### config.mk
export PLATFORM = sky130hd
export DESIGN_NAME = spi_frame_controller
export DESIGN_NICKNAME = d
export VERILOG_FILES = /design/src/rtl/spi_pkg.sv /design/src/rtl/spi_phase_timer.sv /design/src/rtl/spi_frame_controller.sv
export SDC_FILE = /design/constraint.sdc
export NUM_CORES = 1
export LEC_CHECK = 0
export BUFFER_PORTS_ARGS = -buffer_cell sky130_fd_sc_hd__buf_2
export CORE_UTILIZATION = 24
export CTS_CLUSTER_DIAMETER = 150
export CTS_CLUSTER_SIZE = 30
export DETAILED_ROUTE_END_ITERATION = 12
export HOLD_SLACK_MARGIN = 0.12
export PLACE_DENSITY = 0.39
export SYNTH_ARGS = -nofsm -noshare
export SYNTH_HDL_FRONTEND = slang
export SYNTH_SLANG_ARGS = --single-unit
### constraint.sdc
create_clock -name clk -period 3.85 [get_ports clk]
set_input_delay 0.385 -clock clk [delete_from_list [all_inputs] [get_ports clk]]
set_output_delay 0.385 -clock clk [all_outputs]
set_load 0.01 [all_outputs]
### src/rtl/spi_pkg.sv
// Shared frame layout, peripheral register map and controller state encoding
// for the SPI frame controller.
package spi_pkg;

  localparam int FRAME_W  = 16;
  localparam int RW_BIT   = 15;
  localparam int ADDR_MSB = 14;
  localparam int ADDR_LSB = 8;
  localparam int DATA_MSB = 7;

  localparam logic [6:0] ADDR_EN_OUT_LO = 7'h00;
  localparam logic [6:0] ADDR_EN_OUT_HI = 7'h01;
  localparam logic [6:0] ADDR_EN_PWM_LO = 7'h02;
  localparam logic [6:0] ADDR_EN_PWM_HI = 7'h03;
  localparam logic [6:0] ADDR_PWM_DUTY  = 7'h04;

  typedef enum logic [2:0] {
    ST_IDLE,
    ST_SETUP,
    ST_SHIFT_HI,
    ST_SHIFT_LO,
    ST_HOLD,
    ST_GAP
  } spi_state_t;

  function automatic int max4(input int a, input int b, input int c, input int d);
    int m;
    m = a;
    if (b > m) m = b;
    if (c > m) m = c;
    if (d > m) m = d;
    return m;
  endfunction

endpackage

### src/rtl/spi_phase_timer.sv
// Loadable down-counter shared by every timed phase; expire is high while the
// count sits at zero, so a load of N-1 gives a phase of exactly N cycles.
module spi_phase_timer #(
  parameter int CNT_W = 4
) (
  input  logic             clk,
  input  logic             rst_n,
  input  logic             load,
  input  logic [CNT_W-1:0] load_val,
  output logic             expire
);

  logic [CNT_W-1:0] count;

  always_ff @(posedge clk or negedge rst_n) begin
    if (!rst_n) begin
      count <= '0;
    end else if (load) begin
      count <= load_val;
    end else if (count != '0) begin
      count <= count - 1'b1;
    end
  end

  assign expire = (count == '0);

endmodule

### src/rtl/spi_frame_controller.sv
// SPI mode-0 master that turns each accepted request into one 16-bit frame
// (write flag, 7-bit address, 8-bit data) followed by commit clock pulses.
module spi_frame_controller
  import spi_pkg::*;
#(
  parameter int CLK_DIV      = 4,
  parameter int CS_SETUP     = 4,
  parameter int CS_HOLD      = 4,
  parameter int CS_GAP       = 4,
  parameter int COMMIT_PULSE = 1
) (
  input  logic       clk,
  input  logic       rst_n,
  input  logic       req_valid,
  output logic       req_ready,
  input  logic       req_write,
  input  logic [6:0] req_addr,
  input  logic [7:0] req_data,
  output logic       busy,
  output logic       done,
  output logic       SCLK,
  output logic       COPI,
  output logic       nCS
);

  localparam int         CNT_W    = $clog2(max4(CLK_DIV, CS_SETUP, CS_HOLD, CS_GAP)) + 1;
  localparam logic [4:0] LAST_BIT = 5'(15 + COMMIT_PULSE);

  if (CLK_DIV < 3) begin : g_bad_clk_div
    $error("spi_frame_controller: CLK_DIV must be >= 3");
  end
  if (CS_SETUP < 3) begin : g_bad_cs_setup
    $error("spi_frame_controller: CS_SETUP must be >= 3");
  end
  if (CS_HOLD < 1) begin : g_bad_cs_hold
    $error("spi_frame_controller: CS_HOLD must be >= 1");
  end
  if (CS_GAP < 3) begin : g_bad_cs_gap
    $error("spi_frame_controller: CS_GAP must be >= 3");
  end
  if (COMMIT_PULSE < 0 || COMMIT_PULSE > 16) begin : g_bad_commit
    $error("spi_frame_controller: COMMIT_PULSE must be within 0..16");
  end

  spi_state_t         state;
  logic [4:0]         bit_cnt;
  logic [FRAME_W-1:0] shreg;
  logic               accept;
  logic               expire;
  logic               load;
  logic [CNT_W-1:0]   load_val;

  assign accept = req_valid && req_ready;

  spi_phase_timer #(
    .CNT_W(CNT_W)
  ) u_timer (
    .clk     (clk),
    .rst_n   (rst_n),
    .load    (load),
    .load_val(load_val),
    .expire  (expire)
  );

  // GAP is loaded one short: the IDLE cycle carrying done is the final
  // nCS-high cycle, so back-to-back frames see exactly CS_GAP high cycles.
  always_comb begin
    load     = 1'b0;
    load_val = '0;
    case (state)
      ST_IDLE: begin
        if (accept) begin
          load     = 1'b1;
          load_val = CNT_W'(CS_SETUP - 1);
        end
      end
      ST_SETUP, ST_SHIFT_HI: begin
        if (expire) begin
          load     = 1'b1;
          load_val = CNT_W'(CLK_DIV - 1);
        end
      end
      ST_SHIFT_LO: begin
        if (expire) begin
          load     = 1'b1;
          load_val = (bit_cnt == LAST_BIT) ? CNT_W'(CS_HOLD - 1) : CNT_W'(CLK_DIV - 1);
        end
      end
      ST_HOLD: begin
        if (expire) begin
          load     = 1'b1;
          load_val = CNT_W'(CS_GAP - 2);
        end
      end
      default: begin
        load     = 1'b0;
        load_val = '0;
      end
    endcase
  end

  // Frame data path: zero fill on shift makes COPI drop to 0 after bit0.
  always_ff @(posedge clk) begin
    if (accept) begin
      shreg[RW_BIT]            <= req_write;
      shreg[ADDR_MSB:ADDR_LSB] <= req_addr;
      shreg[DATA_MSB:0]        <= req_data;
    end else if (state == ST_SHIFT_HI && expire) begin
      shreg <= shreg << 1;
    end
  end

  always_ff @(posedge clk or negedge rst_n) begin
    if (!rst_n) begin
      state     <= ST_IDLE;
      bit_cnt   <= '0;
      SCLK      <= 1'b0;
      COPI      <= 1'b0;
      nCS       <= 1'b1;
      req_ready <= 1'b1;
      busy      <= 1'b0;
      done      <= 1'b0;
    end else begin
      done <= 1'b0;
      case (state)
        ST_IDLE: begin
          if (accept) begin
            state     <= ST_SETUP;
            bit_cnt   <= '0;
            nCS       <= 1'b0;
            SCLK      <= 1'b0;
            COPI      <= req_write;
            req_ready <= 1'b0;
            busy      <= 1'b1;
          end
        end
        ST_SETUP: begin
          if (expire) begin
            state <= ST_SHIFT_HI;
            SCLK  <= 1'b1;
          end
        end
        ST_SHIFT_HI: begin
          if (expire) begin
            state <= ST_SHIFT_LO;
            SCLK  <= 1'b0;
            COPI  <= shreg[FRAME_W-2];
          end
        end
        ST_SHIFT_LO: begin
          if (expire) begin
            if (bit_cnt == LAST_BIT) begin
              state <= ST_HOLD;
              COPI  <= 1'b0;
            end else begin
              state   <= ST_SHIFT_HI;
              bit_cnt <= bit_cnt + 1'b1;
              SCLK    <= 1'b1;
            end
          end
        end
        ST_HOLD: begin
          if (expire) begin
            state <= ST_GAP;
            nCS   <= 1'b1;
          end
        end
        ST_GAP: begin
          if (expire) begin
            state     <= ST_IDLE;
            done      <= 1'b1;
            req_ready <= 1'b1;
            busy      <= 1'b0;
          end
        end
        default: begin
          state     <= ST_IDLE;
          SCLK      <= 1'b0;
          COPI      <= 1'b0;
          nCS       <= 1'b1;
          req_ready <= 1'b1;
          busy      <= 1'b0;
        end
      endcase
    end
  end

endmodule
==> flow_metrics.env <==
export IMPL_syn_avg_cell_area_um2=9.662
export IMPL_r2r_cells=6
export IMPL_post_cts_resized=0
export IMPL_grt_pass1_wl_um=6196
export IMPL_synth_area_leader_cell="edfxtp_1"
export IMPL_track_usage_pct=10.99
export IMPL_fmax_ghz=0.4843
export IMPL_avgRoutedWirePerCell_um=12.96
export IMPL_ys_seq_area_share_pct=53.79
export IMPL_relSlewSlack_pct=58.49
export IMPL_outcome="complete, but fails checks"
export IMPL_synth_ff_latch_count=32
export IMPL_crit_arrival_ps=2040
export IMPL_p_int_mw=0.4909
export IMPL_grt_max_degree=19
export IMPL_hold_class="in2reg"
export IMPL_gr_total_overflow=0
export IMPL_antenna_cells=0
export IMPL_drt_first_pass_iters=8
export IMPL_gp_congestion=0.7843
export IMPL_vias=1220
export IMPL_slew_viol_final=0
export IMPL_post_cts_buffers=0
export IMPL_die_y_um=84.48
export IMPL_critPathRequiredTime_ps=3830
export IMPL_synth_top_cell_area_share_pct=27.59
export IMPL_min_period_ps=2065
export IMPL_path_class="reg2reg"
export IMPL_die_w_um=84.48
export IMPL_netlist_area_mm2=0.001633
export IMPL_cap_viol_max_count=0
export IMPL_violations="design-rule violations"
export IMPL_clock_latency_ps=280
export IMPL_syn_nets=192
export IMPL_async_reset_ff_share_pct=53.13
export IMPL_clk_pin_slew_ps=70
export IMPL_tns_ps=0
export IMPL_finalHoldViolCount=0
export IMPL_p_sw_mw=0.1334
export IMPL_setup_viol=0
export IMPL_postRouteAntennaNets=0
export IMPL_synth_area_top_cells="edfxtp_1 (28%), dfrtp_1 (23%), nand2_1 (12%)"
export IMPL_clock_sinks=32
export IMPL_core_area_mm2=0.006459
export IMPL_cts_hold_buf=1
export IMPL_sequentialPowerShare_pct=57.1
export IMPL_pwr_share_comb_pct=2.6
export IMPL_p_sw_share_pct=21.37
export IMPL_clock_path_buffers=2
export IMPL_hold_depth=3
export IMPL_rows=29
export IMPL_fin_crit_sh_pct=53.63
export IMPL_dp_hpwl_um=2391
export IMPL_grt_pass1_vias=1287
export IMPL_p_per_area_mw_per_mm2=326.1
export IMPL_wl_um=3525
export IMPL_rsz0062_at_grt="false"
export IMPL_htreeDepth=2
export IMPL_nNetsFinal=217
export IMPL_clockRootBuffer="clkbuf_8"
export IMPL_area_growth_pct=17.24
export IMPL_cp_end_kind="register"
export IMPL_synth_ff_type="edfxtp_1"
export IMPL_drtIter0Drc=43
export IMPL_synth_cells=169
export IMPL_p_clk_share_pct=40.3
export IMPL_worst_pin_slew_ps=622.6
export IMPL_fin_skew_ps=3.173
export IMPL_die_area_mm2=0.007137
export IMPL_num_io_pins=25
export IMPL_cts_made_buffers=5
export IMPL_yosys_warnings=0
export IMPL_viasPerCell=4.485
export IMPL_placement_io_buffers=24
export IMPL_startpoint_type="register"
export IMPL_synth_edf_count=15
export IMPL_yosysUniqueCellTypes=42
export IMPL_cts_tree="built"
export IMPL_drive_above_1_share_pct=20.00
export IMPL_ir_worst_vdd_mv=0.1341
export IMPL_antenna_found_initial=0
export IMPL_holdWs_ps=365.0
export IMPL_drc=2
export IMPL_fillers=679
export IMPL_initial_utilization_pct=25.28
export IMPL_p_leak_nw=0.7988
export IMPL_cp_max_fo=16
## registers in the layout, summed over array words and instances (netlist names)
| name | cells |
|---|---|
| busy | 1 |
| u_timer.count | 3 |
| nCS | 1 |
| req_ready | 1 |
| shreg | 15 |
| COPI | 1 |
| state | 3 |
| done | 1 |
| bit_cnt | 5 |
| SCLK | 1 |
## area by class of cell
class / count / area (µm²) / share of cell area [%]
sequential: 32 / 878.3 / 45.88
timing repair buffer: 26 / 137.6 / 7.190
inverter: 7 / 26.28 / 1.373
multi-input combinational: 122 / 694.4 / 36.27
clock buffer: 7 / 76.32 / 3.987
clock inverter: 1 / 5.005 / 0.2614
tap: 77 / 96.34 / 5.033
## cell families (layout without fill, tap and decap cells)
family | after synthesis | count (layout) | share of synthesized area [%]
AND/OR/NAND/NOR | 89 | 89 | 26.21
flip-flops | 32 | 32 | 53.79
AO/OA/AOI/OAI | 22 | 22 | 8.888
buffers and inverters | 15 | 41 | 3.985
adder cells (fa/ha/maj) | 4 | 4 | 3.065
XOR/XNOR | 4 | 4 | 2.146
multiplexers | 3 | 3 | 1.916
## routing by layer
metal	share of wire (%)	GRT usage, %
met5	0	0
met4	0.96	3.698
met1	50	14.61
met2	44	17.29
met3	4.6	3.048
## critical path, stage by stage (launching register included)
cell,delay (ps)
dfrtp_1,410
inv_1,70
ha_1,140
ha_1,480
nand2_1,180
o31ai_2,200
buf_4,270
## final timing paths
path	startpoint	to	slack (ps)
worst min register to register	COPI	COPI	510
worst min-delay path	req_addr[1]	shreg[9]	370
worst max-delay path	u_timer.count[0]	shreg[12]	1790
min in group asynchronous	rst_n	done	560
worst max register to register	u_timer.count[0]	shreg[12]	1790
max in group asynchronous	rst_n	req_ready	2980
## cells in the mapped netlist, types with 3 or more instances
library cell,instances
dfrtp_1,15
nor3_1,5
nand2_1,53
o21ai_1,3
nor2_1,12
a21oi_1,7
edfxtp_1,15
buf_2,4
inv_1,7
o31ai_1,3
ha_1,4
## through the flow
step	utilization [%]	cell area [µm²]	total power, mW	setup WS, ps	instances
CTS	29.64	1914	0.6332	1767	272
global placement	28.23	1823	0.3787	1856	263
finish	29.64	1914	0.6243	1785	272
floorplan	-	1633	0.3645	1348	169
global route	29.64	1914	0.6537	1599	272
detailed placement	28.23	1823	0.3792	1790	263
## power by group through the flow
stage          Clock [mW]  Sequential (mW)  Combinational, mW
6_report            0.252            0.356             0.0162
5_1_grt             0.279            0.356             0.0186
2_1_floorplan           0            0.363            0.00119
4_1_cts             0.260            0.356             0.0170
3_5_place_dp            0            0.363             0.0161
3_3_place_gp            0            0.363             0.0155
## cell usage in the layout, fill, tap and decap left out, types with 2 or more instances in the layout
cell / instances
dfrtp_1: 15
buf_2: 24
nand3_1: 2
o21ai_1: 3
ha_1: 4
xnor2_1: 2
a31oi_1: 2
inv_1: 7
o31ai_1: 2
clkbuf_1: 2
edfxtp_1: 15
dfstp_2: 2
and3_1: 2
nand2b_1: 2
a21oi_1: 7
clkbuf_8: 5
nand4_1: 2
mux2i_1: 2
nand2_1: 53
nor3_1: 5
nor2_1: 12
xor2_1: 2
(Power assumes the default switching activity.)
